File: src/rtl/somaserial_ctrl.sv
// somaserial_ctrl: bit-serial adder, one shared full-adder cell, LSB first, WIDTH cycles per add.
module somaserial_ctrl #(
   parameter int WIDTH = 8
) (
   input  logic             clk,
   input  logic             rst_n,
   input  logic             start,
   input  logic [WIDTH-1:0] a,
   input  logic [WIDTH-1:0] b,
   input  logic             carry_in,
   output logic             busy,
   output logic             done,
   output logic [WIDTH-1:0] sum,
   output logic             carry_out
);
   localparam int CW = (WIDTH > 1) ? $clog2(WIDTH) : 1;
   typedef enum logic [1:0] {IDLE, RUN, DONE} state_t;
   state_t state, state_nx;
   logic [WIDTH-1:0] a_sh, b_sh, psum;
   logic [CW-1:0] cnt;
   logic c, a_bit, b_bit, s, co, last;
   assign a_bit = a_sh[0];
   assign b_bit = b_sh[0];
   assign s = a_bit ^ b_bit ^ c;
   assign co = (a_bit & b_bit) | (c & (a_bit ^ b_bit));
   assign last = cnt == CW'(WIDTH - 1);
   assign busy = state != IDLE;
   assign done = state == DONE;
   always_comb begin
      state_nx = state;
      case (state)
         IDLE: state_nx = start ? RUN : IDLE;
         RUN: state_nx = last ? DONE : RUN;
         default: state_nx = IDLE;
      endcase
   end
   always_ff @(posedge clk or negedge rst_n)
      if (!rst_n) state <= IDLE;
      else state <= state_nx;
   always_ff @(posedge clk or negedge rst_n) begin
      if (!rst_n) begin
         a_sh <= '0;
         b_sh <= '0;
         psum <= '0;
         cnt <= '0;
         c <= 1'b0;
         sum <= '0;
         carry_out <= 1'b0;
      end else if (state == IDLE && start) begin
         a_sh <= a;
         b_sh <= b;
         c <= carry_in;
         cnt <= '0;
      end else if (state == RUN) begin
         psum <= {s, psum[WIDTH-1:1]};
         a_sh <= a_sh >> 1;
         b_sh <= b_sh >> 1;
         c <= co;
         cnt <= last ? cnt : cnt + CW'(1);
         if (last) begin
            sum <= {s, psum[WIDTH-1:1]};
            carry_out <= co;
         end
      end
   end
endmodule
File: config.mk
export PLATFORM = sky130hd
export DESIGN_NAME = somaserial_ctrl
export DESIGN_NICKNAME = d
export VERILOG_FILES = /design/src/rtl/somaserial_ctrl.sv
export SDC_FILE = /design/constraint.sdc
export NUM_CORES = 1
export LEC_CHECK = 0
export ABC_CLOCK_PERIOD_IN_PS = 5000
export CORE_AREA = 2 2 69 71
export CTS_BUF_LIST = sky130_fd_sc_hd__clkbuf_8
export CTS_CLUSTER_DIAMETER = 60
export DETAILED_ROUTE_END_ITERATION = 10
export DIE_AREA = 0 0 71 73
export PLACE_DENSITY = 0.67
export REMOVE_ABC_BUFFERS = 1
export SYNTH_ARGS = -nofsm -noshare
export SYNTH_HDL_FRONTEND = slang
export SYNTH_SLANG_ARGS = --single-unit
File: constraint.sdc
create_clock -name clk -period 5 [get_ports clk]
set_clock_uncertainty 0.15 [all_clocks]
set_input_delay 0.5 -clock clk [delete_from_list [all_inputs] [get_ports clk]]
set_output_delay 0.5 -clock clk [all_outputs]
set_load 0.05 [all_outputs]
======== Word-level counts from Yosys, hierarchy flattened ========
Index checks and enable logic that the tools add are counted.
cells by class
  equal/unequal tests ..................... 4
  reductions and logical operators ........ 7
  muxes and demuxes ....................... 12
  $add $sub $neg .......................... 1
  bitwise logic cells ..................... 6
operator list
  cell                   number
  $mux W8                4
  $mux W3                3
  $pmux W2 S2            1
  $reduce_and A2 Y1      2
  $reduce_bool A2 Y1     2
  $add A3 B1 Y3 const B  1
  $eq A3 B3 Y1 const B   1
  $mux W1                3
  $reduce_and A3 Y1      1
  $and A1 B1 Y1          2
  $eq A2 B1 Y1 const B   1
  $eq A2 B2 Y1 const B   1
  $logic_not A2 Y1       1
  $mux W2                1
  $ne A2 B1 Y1 const B   1
  $xor A1 B1 Y1          2
  $logic_and A1 B1 Y1    1
  $not A1 Y1             1
  $or A1 B1 Y1           1
word-level totals
  input port bits ......................... 20
  flip-flop bits (word level) ............. 39
  output and inout bits ................... 11
  logic and storage cells ................. 38

======== Depth between registers and ports, before layout ========
Gate-level depths: netlist (run 1).
  word-level depth ........................ 5
  gate-level depth with buffers ........... 6
  depth with buffers taken out ............ 5

======== Least setup slack after synthesis (run 1) ========
Ideal clock, no wire load.
  path type ............................... flip-flop to output port
  start point ............................. reg state[1]
  end point ............................... out done
  slack ................................... 2948 ps
  stages on the path, launching flop included .. 5
  path buffers ............................ 2
  arrival time ............................ 1402 ps
  data required time ...................... 4350 ps
  path through ............................ dfrtp_1 > buf_2 > inv_2 > buf_2 > nor2_1
between the ends
  word-level cells in the longest chain between the ends .. 1
RTL lines
  what                      line  source
  start: declaration        18    state_t state, state_nx;
  start signal: assignment  39    else state <= state_nx;
  $eq A2 B2 Y1              28    assign done = state == DONE;
  end: declaration          12    output logic done,
Every way passes these cells.

======== Worst setup path after layout (run 1) ========
Ends and elaborated chain as after synthesis.

==> impl_metrics.yaml, run 1 <==
drt:
  wl_mm: 3.270
  drt-pass1-iter-count: 4
  drt_iter0_drc: 79
  ant_nets: 0
  wl_per_cell_microns: 13.74
  vias_per_cell: 5.303
  drc: 0
  vias: 1262
synth:
  ys_types: 21
  ys.warnings.count: 0
  syn_inst: 158
  synth_seq_cells: 38
  seq_area_frac_synth: 0.5588
  syn_area_sq_mm: 0.001702
  avgSynthCellArea_sq_um: 10.77
cells_and_area:
  nNetsFinal: 207
  drive_above_1_share: 0.09239
  syn_to_final_growth_pct: 22.43
  diodes: 0
  fillers: 447
critical_path:
  reg2reg_from: "state[1]"
  cpMaxStageDelayCell: "clkdlybuf4s50_1"
  path_class: "reg -> out"
  crit_family: "buffers and inverters"
  endpoint: "done"
  crit_arrival_ps: 2040
  cp-end-kind: "output pin"
  cp_num_buf_inv: 2
  start_kind: "flip-flop"
  slowest_delay_ps: 820
  startpoint: "state[1]"
  regToRegSetupSlack_ps: 3130
  critPathMaxFanout: 17
  rr_endpoint: "a_sh[0]"
  critical_path_required_ps: 4350
  crit_chain: "inv_2 -> nor2_1 -> clkdlybuf4s50_1"
  reg2reg_depth: 3
  cp.depth: 3
timing:
  period_share: 0.5370
  rsz0062_at_grt: "no"
  min_period_ps: 2685
  hold_ws_ps: 171.7
  worst_pin_slew_ps: 831.3
  drv_slew: 0
  final.setup.tns_ps: 0
  max_freq_mhz: 372.4
  finalHoldViolations: 0
  setup-violations-final: 0
  slew_headroom: 0.4458
clock_tree:
  post_cts_resized: 0
  cts_root_buf: "clkbuf_8"
  cts_setup_buffers: 0
  cts_tree: "yes"
  cts_buffers: 5
  cts_max_path_buffers: 2
  cts_htree_levels: 2
  clk_pin_slew_ps: 70
  cts_hold_buf: 0
  cts.sinks: 38
  clock_latency_ps: 270
floorplan:
  rows: 25
  die_x_microns: 71
  floorplan.initialDensity: 0.3752
  die_h_microns: 73
  ios: 31
  core_area_sq_mm: 0.004536
  die-area_sq_mm: 0.005183
grt:
  grt_pass1_vias: 1227
  antenna_found_initial: 0
  grt_max_degree: 39
  grt_use_total: 0.1375
  grt_pass1_wl_mm: 5.630
  gr-total-overflow: 0
pwr:
  ir_worst_vdd_v: 0.0001756
  leakagePower_uw: 0.0009234
  power_density_mw_per_mm2: 616.9
run_status:
  status: "complete, no violations"
placed_design:
  hpwl_mm: 2.192
  portBuffers: 30
  place_congestion: 0.7623
worst_hold_path:
  hp-class: "in -> async"
flow_run:
  maxCapViolCount: 0
==> layout make-up <==
type / instances / area, sq um / area share
Sequential cell: 38 / 950.9 / 0.4565
Multi-Input combinational cell: 106 / 681.9 / 0.3273
Timing Repair Buffer: 30 / 295.3 / 0.1417
Clock buffer: 5 / 68.82 / 0.03303
Tap cell: 54 / 67.56 / 0.03243
Inverter: 3 / 11.26 / 0.005405
Clock inverter: 2 / 7.507 / 0.003604
==> state kept, by name, summed over array words and instances (netlist names) <==
| name | cells |
|---|---|
| state | 2 |
| b_sh | 8 |
| cnt | 3 |
| sum | 8 |
| c | 1 |
| a_sh | 8 |
| psum | 7 |
| carry_out | 1 |
==> layout by cell type, fill, tap and decap left out, drive strengths merged <==
master          n
a22oi           2
nor2            3
or2b            1
clkbuf          5
nor2b           1
and2b           1
nand2b          2
clkdlybuf4s50  29
inv             5
buf             1
o22ai          30
nand2          26
dfrtp          38
a21oi          17
nor3            1
mux2            9
o21ai          10
ha              2
fa              1
==> metrics by stage <==
step                cells  setup slack (ps)  instance area, sq um  utilization  total power (uW)
floorplan             147              3052                  1644            -             940.3
global placement      231              2461                  2007       0.4425              1092
detailed placement    231              2427                  2007       0.4425              1112
CTS                   238              2301                  2083       0.4593              1301
global route          238              2178                  2083       0.4593              1387
finish                238              2315                  2083       0.4593              1285
==> logic make-up after synthesis <==
kind of cell / share of synthesized area
compound gates: 0.1985
fa+ha+maj: 0.02647
buf+inv: 0.04044
flops: 0.5588
mux: 0.07941
simple gates: 0.09633
==> per-layer routing <==
metal | GRT usage | vias up | part of all wire
li1 | - | 625 | -
met1 | 0.1818 | 607 | 0.46
met2 | 0.2222 | 28 | 0.48
met3 | 0.04006 | 2 | 0.048
met4 | 0.03774 | 0 | 0.0043
met5 | 0 | - | 0
==> power by group <==
part | leakage [uW] | total (uW) | switching, uW | internal [uW]
sequential | 0.000456 | 546 | 102 | 444
combinational | 0.000421 | 555 | 322 | 233
clock | 0.0000466 | 185 | 93.3 | 91.8
==> synth_stat cells <==
cell type   n  share of area
dfrtp_1    38           0.56
o22ai_1    30           0.11
nand2_1    25          0.055
a21oi_1    17          0.050
o21ai_0    10          0.029
mux2_4      9          0.079
buf_2       7          0.021
clkbuf_1    3         0.0066
nor2_1      3         0.0066
a22oi_1     2         0.0088
ha_1        2          0.015
inv_1       2         0.0044
nand2b_1    2         0.0074
and2b_1     1         0.0044
buf_6       1         0.0066
fa_1        1          0.012
inv_2       1         0.0022
nand2_8     1          0.012
nor2b_1     1         0.0037
nor3_1      1         0.0029
or2b_1      1         0.0044
==> worst min path at each step <==
stage                     startpoint  endpoint  slack (ps)
after CTS                      rst_n    sum[2]         200
after detailed placement     psum[7]   psum[7]         340
after global routing           rst_n    sum[2]         250
after global placement       psum[1]   psum[1]         310
after floorplan                rst_n   a_sh[0]          50
final                          rst_n    sum[1]         170
(Power assumes the default switching activity.)
==> run 2, diff against run 1 <==
--- a/config.mk
+++ b/config.mk
@@ -5,7 +5,7 @@
 export SDC_FILE = /design/constraint.sdc
 export NUM_CORES = 1
 export LEC_CHECK = 0
-export ABC_CLOCK_PERIOD_IN_PS = 5000
+export ABC_CLOCK_PERIOD_IN_PS = 2730
 export CORE_AREA = 2 2 69 71
 export CTS_BUF_LIST = sky130_fd_sc_hd__clkbuf_8
 export CTS_CLUSTER_DIAMETER = 60
==> constraint.sdc (replaced) <==
create_clock -name clk -period 2.73 [get_ports clk]
set_clock_uncertainty 0.15 [all_clocks]
set_input_delay 0.273 -clock clk [delete_from_list [all_inputs] [get_ports clk]]
set_output_delay 0.273 -clock clk [all_outputs]
set_load 0.05 [all_outputs]
==> run 2 against run 1 <==
Die area did not move; power increased by 87%; critical path depth is the same; final area increased by 1.9%; clock-buffer cell count is 1 higher.
==> impl_metrics.yaml, run 2 (synthesis results as in run 1) <==
run_status:
  status: "complete, no violations"
placed_design:
  placed_cells: 233
  portBuffers: 30
  hpwl_mm: 2.196
  place_congestion: 0.7731
  post_dp_cell_area_sq_mm: 0.002022
critical_path:
  cpMaxStageDelayCell: "clkdlybuf4s50_1"
  critPathMaxFanout: 17
  slowest_delay_ps: 820
  crit_arrival_ps: 2030
  cp_num_buf_inv: 2
  start_kind: "flip-flop"
  cp-end-kind: "output pin"
  path_class: "reg -> out"
  crit_family: "buffers and inverters"
  critical_path_required_ps: 2310
  crit_chain: "inv_2 -> nor2_1 -> clkdlybuf4s50_1"
cells_and_area:
  nNetsFinal: 210
  fillers: 431
  diodes: 0
  syn_to_final_growth_pct: 24.78
  regArea_sq_um: 950.9
  fin_area_sq_mm: 0.002123
  reg_top3: "a_sh (8), b_sh (8), sum (8)"
  multi_input_area_sq_um: 681.9
  final_common_cell: "dfrtp_1"
  drive_above_1_share: 0.1117
  final_cell_mix: "38 x dfrtp_1, 30 x o22ai_1, 29 x clkdlybuf4s50_1, 25 x nand2_1, 17 x a21oi_1"
  final_cells: 242
timing:
  period_share: 0.8985
  worst_pin_slew_ps: 843.7
  finalHoldViolations: 0
  slew_headroom: 0.4376
  drv_slew: 0
  final.setup.tns_ps: 0
  min_period_ps: 2453
  max_freq_mhz: 407.7
  rsz0062_at_grt: "no"
  setup-violations-final: 0
pwr:
  ir_worst_vdd_v: 0.0003892
  leakagePower_uw: 0.0009432
  power_uw: 2403
  power_density_mw_per_mm2: 1132
floorplan:
  rows: 25
  ios: 31
  floorplan.initialDensity: 0.3752
  die_h_microns: 73
  die-area_sq_mm: 0.005183
  core_area_sq_mm: 0.004536
  die_x_microns: 71
grt:
  grt_max_degree: 39
  grt_use_total: 0.1408
  grt_pass1_wl_mm: 5.761
  busiest_layer: "met2"
  grt_pass1_vias: 1265
  gr-total-overflow: 0
  grtUsageMet1: 0.1907
  use_met3: 0.03729
  antenna_found_initial: 0
  use_met2: 0.2222
drt:
  vias: 1276
  wl_per_cell_microns: 13.67
  ant_nets: 0
  drc: 0
  wl_mm: 3.307
  drt-pass1-iter-count: 4
  vias_per_cell: 5.273
  drt_iter0_drc: 70
flow_run:
  maxCapViolCount: 0
worst_hold_path:
  hp-class: "reg -> reg"
clock_tree:
  cts.sinks: 38
  post_cts_resized: 0
  cts_htree_levels: 2
  clock_latency_ps: 280
  cts_root_buf: "clkbuf_8"
  cts_max_path_buffers: 2
  cts_tree: "yes"
  cts_buffers: 5
  clk_pin_slew_ps: 80
==> run 2: cell count changes in the layout (fill, tap and decap cells not counted) <==
cell	previous run	this run
buf_4	0	2
clkbuf_8	5	6
clkinv_2	0	1
dlygate4sd3_1	0	1
inv_1	4	3
==> run 2: final timing paths <==
check / cells past startpoint / from / slack, ps / endpoint
max: 3 / state[1] / 280 / done
min: 2 / psum[1] / 340 / psum[1]
max reg2reg: 3 / state[1] / 910 / a_sh[3]
min reg2reg: 2 / psum[1] / 340 / psum[1]
max in group asynchronous: 2 / rst_n / 1410 / psum[3]
min in group asynchronous: 2 / rst_n / 490 / sum[4]
==> run 2: final cells by class <==
type                       count  area share
sequential                    38      0.4478
multi-input combinational    106      0.3212
timing repair buffer          33      0.1509
clock buffer                   6     0.03889
tap                           54     0.03182
inverter                       3    0.005303
clock inverter                 2    0.004125
==> run 2: per-layer routing <==
metal	up-vias	wire length (microns)
met3	2	121
met4	0	21
met2	24	1599
met1	617	1565
met5	-	0
li1	633	-
==> run 2: per-stage QoR <==
stage | hold WS [ps] | util | setup WS, ps
5_1_grt | 360.3 | 0.4681 | 162.8
3_5_place_dp | 276.3 | 0.4458 | 569.5
3_3_place_gp | 274.4 | 0.4458 | 615.6
2_1_floorplan | -172.6 | - | 1009
4_1_cts | 346.5 | 0.4681 | 253.6
6_report | 335.5 | 0.4681 | 277.1
==> run 2: what timing repair did <==
item | 4_1_cts | 5_1_grt
setup buffers | 0 | 0
setup endpoints to repair | 0 | 0
endpoints found under the hold margin | 38 | 0
hold buffers | 1 | 0
==> run 2: power breakdown <==
| part | switching, uW | internal [uW] | total (uW) |
|---|---|---|---|
| Sequential | 182 | 812 | 994 |
| Clock | 187 | 200 | 387 |
| Combinational | 587 | 435 | 1020 |
==> run 2: worst reg2reg max path: stages (launching register included) <==
cell and delay [ps]:
dfrtp_1 550, nand2b_1 690, o22ai_1 200, a21oi_1 160
==> run 3, diff against run 2 <==
--- a/config.mk
+++ b/config.mk
@@ -5,14 +5,16 @@
 export SDC_FILE = /design/constraint.sdc
 export NUM_CORES = 1
 export LEC_CHECK = 0
+export ABC_AREA = 1
 export ABC_CLOCK_PERIOD_IN_PS = 2730
-export CORE_AREA = 2 2 69 71
+export CORE_AREA = 2 2 71 73
 export CTS_BUF_LIST = sky130_fd_sc_hd__clkbuf_8
 export CTS_CLUSTER_DIAMETER = 60
 export DETAILED_ROUTE_END_ITERATION = 10
-export DIE_AREA = 0 0 71 73
+export DIE_AREA = 0 0 73 75
 export PLACE_DENSITY = 0.67
 export REMOVE_ABC_BUFFERS = 1
+export SKIP_LAST_GASP = 1
 export SYNTH_ARGS = -nofsm -noshare
 export SYNTH_HDL_FRONTEND = slang
 export SYNTH_SLANG_ARGS = --single-unit
==> run 3 against run 2 <==
Worst hold slack got worse by 76 ps; register-to-register slack improved by 250 ps; largest cell class unchanged; final cell count rose by 27%; via count rose by 12%; worst setup slack improved by 110 ps; non-clock buffer count did not move; clock-buffer cell count fell by 1; final area rose by 6.8%; sequential power fell by 2%; die area rose by 5.6%; synthesized area rose by 8.4%.
==> impl_metrics.yaml, run 3 <==
drt:
  vias_per_cell: 4.651
  wl_per_cell_microns: 10.99
  wl_mm: 3.373
  drt_iter0_drc: 82
  ant_nets: 0
  drc: 0
  vias: 1428
  drt-pass1-iter-count: 4
synth:
  syn_inst: 221
  avgSynthCellArea_sq_um: 8.345
  ys_top_cells_by_count: "101 x nand2_1, 38 x dfrtp_1, 36 x nand3_1, 19 x inv_1, 4 x buf_6"
  synth_seq_cells: 38
  synth_enable_flop_cells: 0
  ys.warnings.count: 0
  yosys.area.top_type_share: 0.5156
  async_flop_share: 1.000
  seq_area_frac_synth: 0.5156
  synth_area_leader_cell: "dfrtp_1"
  synth_area_leaders: "dfrtp_1 52%, nand2_1 21%, nand3_1 9.8%"
  ys_types: 19
  synthFlopType: "dfrtp_1"
  syn_area_sq_mm: 0.001844
  synth_most_common_cell: "nand2_1"
grt:
  grt_use_total: 0.1497
  grt_max_degree: 39
  grt_pass1_wl_mm: 6.147
  antenna_found_initial: 0
  gr-total-overflow: 0
  grt_pass1_vias: 1362
critical_path:
  regToRegSetupSlack_ps: 1160
  crit_chain: "buf_4 -> nor2_1 -> clkdlybuf4s50_1"
  cp-end-kind: "output pin"
  startpoint: "state[0]"
  crit_arrival_ps: 1920
  endpoint: "done"
  reg2reg_from: "cnt[0]"
  reg2reg_depth: 7
  critPathMaxFanout: 16
  slowest_delay_ps: 810
  cp_num_buf_inv: 2
  rr_endpoint: "cnt[0]"
  critical_path_required_ps: 2310
  cpMaxStageDelayCell: "clkdlybuf4s50_1"
  path_class: "reg -> out"
  cp.depth: 3
  start_kind: "flip-flop"
  crit_family: "buffers and inverters"
timing:
  setup-violations-final: 0
  min_period_ps: 2342
  max_freq_mhz: 426.9
  layout_setup_ws_ps: 387.8
  period_share: 0.8580
  rsz0062_at_grt: "no"
  worst_pin_slew_ps: 498.0
  drv_slew: 0
  finalHoldViolations: 0
  slew_headroom: 0.6669
  final.setup.tns_ps: 0
placed_design:
  placed_cells: 299
  place_congestion: 0.7144
  post-place-ws_ps: 700.0
  portBuffers: 30
  hpwl_mm: 2.315
floorplan:
  die-area_sq_mm: 0.005475
  die_h_microns: 75
  die_x_microns: 73
  ios: 31
  core_area_sq_mm: 0.004661
  rows: 25
  floorplan.initialDensity: 0.3957
clock_tree:
  cts_buffers: 5
  cts_tree: "yes"
  cts.sinks: 38
  clock_latency_ps: 290
  cts_max_path_buffers: 2
  cts_htree_levels: 2
  clk_pin_slew_ps: 80
  post_cts_resized: 0
  cts_root_buf: "clkbuf_8"
  cts_hold_buf: 0
  cts_setup_buffers: 0
cells_and_area:
  diodes: 0
  multi_input_area_sq_um: 734.5
  final_cell_mix: "101 x nand2_1, 38 x dfrtp_1, 36 x nand3_1, 30 x clkdlybuf4s50_1, 19 x inv_1"
  fillers: 474
  drive_above_1_share: 0.08696
  syn_to_final_growth_pct: 23.00
  reg_top3: "a_sh (8), b_sh (8), sum (8)"
  nNetsFinal: 275
  final_common_cell: "nand2_1"
  regArea_sq_um: 950.9
  final_cells: 307
pwr:
  power_frac_comb: 0.456
  power_density_mw_per_mm2: 1169
  seqPwrFrac: 0.368
  leakagePower_uw: 0.001190
  ir_worst_vdd_v: 0.0003422
  p_int_uw: 1521
  p_sw_uw: 1130
  swShare: 0.4264
  clkPwrFrac: 0.177
run_status:
  status: "complete, no violations"
worst_hold_path:
  hp-class: "in -> async"
flow_run:
  maxCapViolCount: 0
-- run 3: cell count changes after synthesis, moves of 3 or more --
cell,delta
a21oi_1,-17
nand3_1,+36
buf_2,-4
buf_6,+3
o22ai_1,-30
o21ai_0,-7
o21ai_2,+3
inv_1,+17
nand2_1,+76
mux2_4,-9
clkbuf_1,-3
-- run 3: worst reg2reg max path, stage by stage, from the launching register on --
cell and delay, ps:
dfrtp_1 400, ha_1 210, ha_1 200, inv_1 110
nand3_1 180, inv_1 140, nand2_1 60, nand2_1 60
-- run 3: logic make-up (layout without fill, tap and decap cells) --
family | Yosys count | after routing | share of synthesized area
buffers and inverters | 30 | 62 | 0.08615
adders and majority gates | 3 | 3 | 0.02442
AOI/OAI and AO/OA | 7 | 7 | 0.03121
DFF | 38 | 38 | 0.5156
and+or+nand+nor | 143 | 143 | 0.3426
-- run 3: metal layers --
metal  GRT usage  up-vias  part of all wire
met5           0        -                 0
li1            -      745                 -
met1      0.1841      641              0.47
met4     0.06173        0             0.017
met2      0.2442       36              0.46
met3     0.04819        6             0.048
-- run 3: per-stage QoR --
stage | power [uW] | utilization | hold slack (ps) | cell area (sq um)
floorplan | 1846 | - | -172.6 | 1769
global placement | 2167 | 0.4634 | 302.3 | 2160
detailed placement | 2205 | 0.4634 | 307.3 | 2160
CTS | 2688 | 0.4867 | 274.4 | 2268
global route | 2884 | 0.4867 | 305.8 | 2268
finish | 2651 | 0.4867 | 259.9 | 2268
-- run 3: worst min path at each step --
stage	startpoint	endpoint	slack, ps	cells past startpoint
after floorplan	rst_n	a_sh[0]	-170	0
after global placement	sum[6]	sum[6]	300	2
after detailed placement	sum[4]	sum[4]	310	2
after CTS	rst_n	a_sh[7]	270	2
after global routing	rst_n	cnt[1]	310	2
final	rst_n	a_sh[1]	260	2
-- run 3: power groups by stage --
stage	logic [uW]	clock network, uW	registers, uW
2_1_floorplan	644	0	1200
3_3_place_gp	1190	0	975
3_5_place_dp	1220	0	987
4_1_cts	1230	482	978
5_1_grt	1370	503	1010
6_report	1210	469	975
-- run 3: layout make-up --
type / instances / share of cell area
sequential: 38 / 0.4192
multi-input combinational: 153 / 0.3238
timing repair buffer: 33 / 0.1423
inverter: 21 / 0.03696
clock buffer: 5 / 0.03034
tap: 54 / 0.02978
clock inverter: 3 / 0.01765
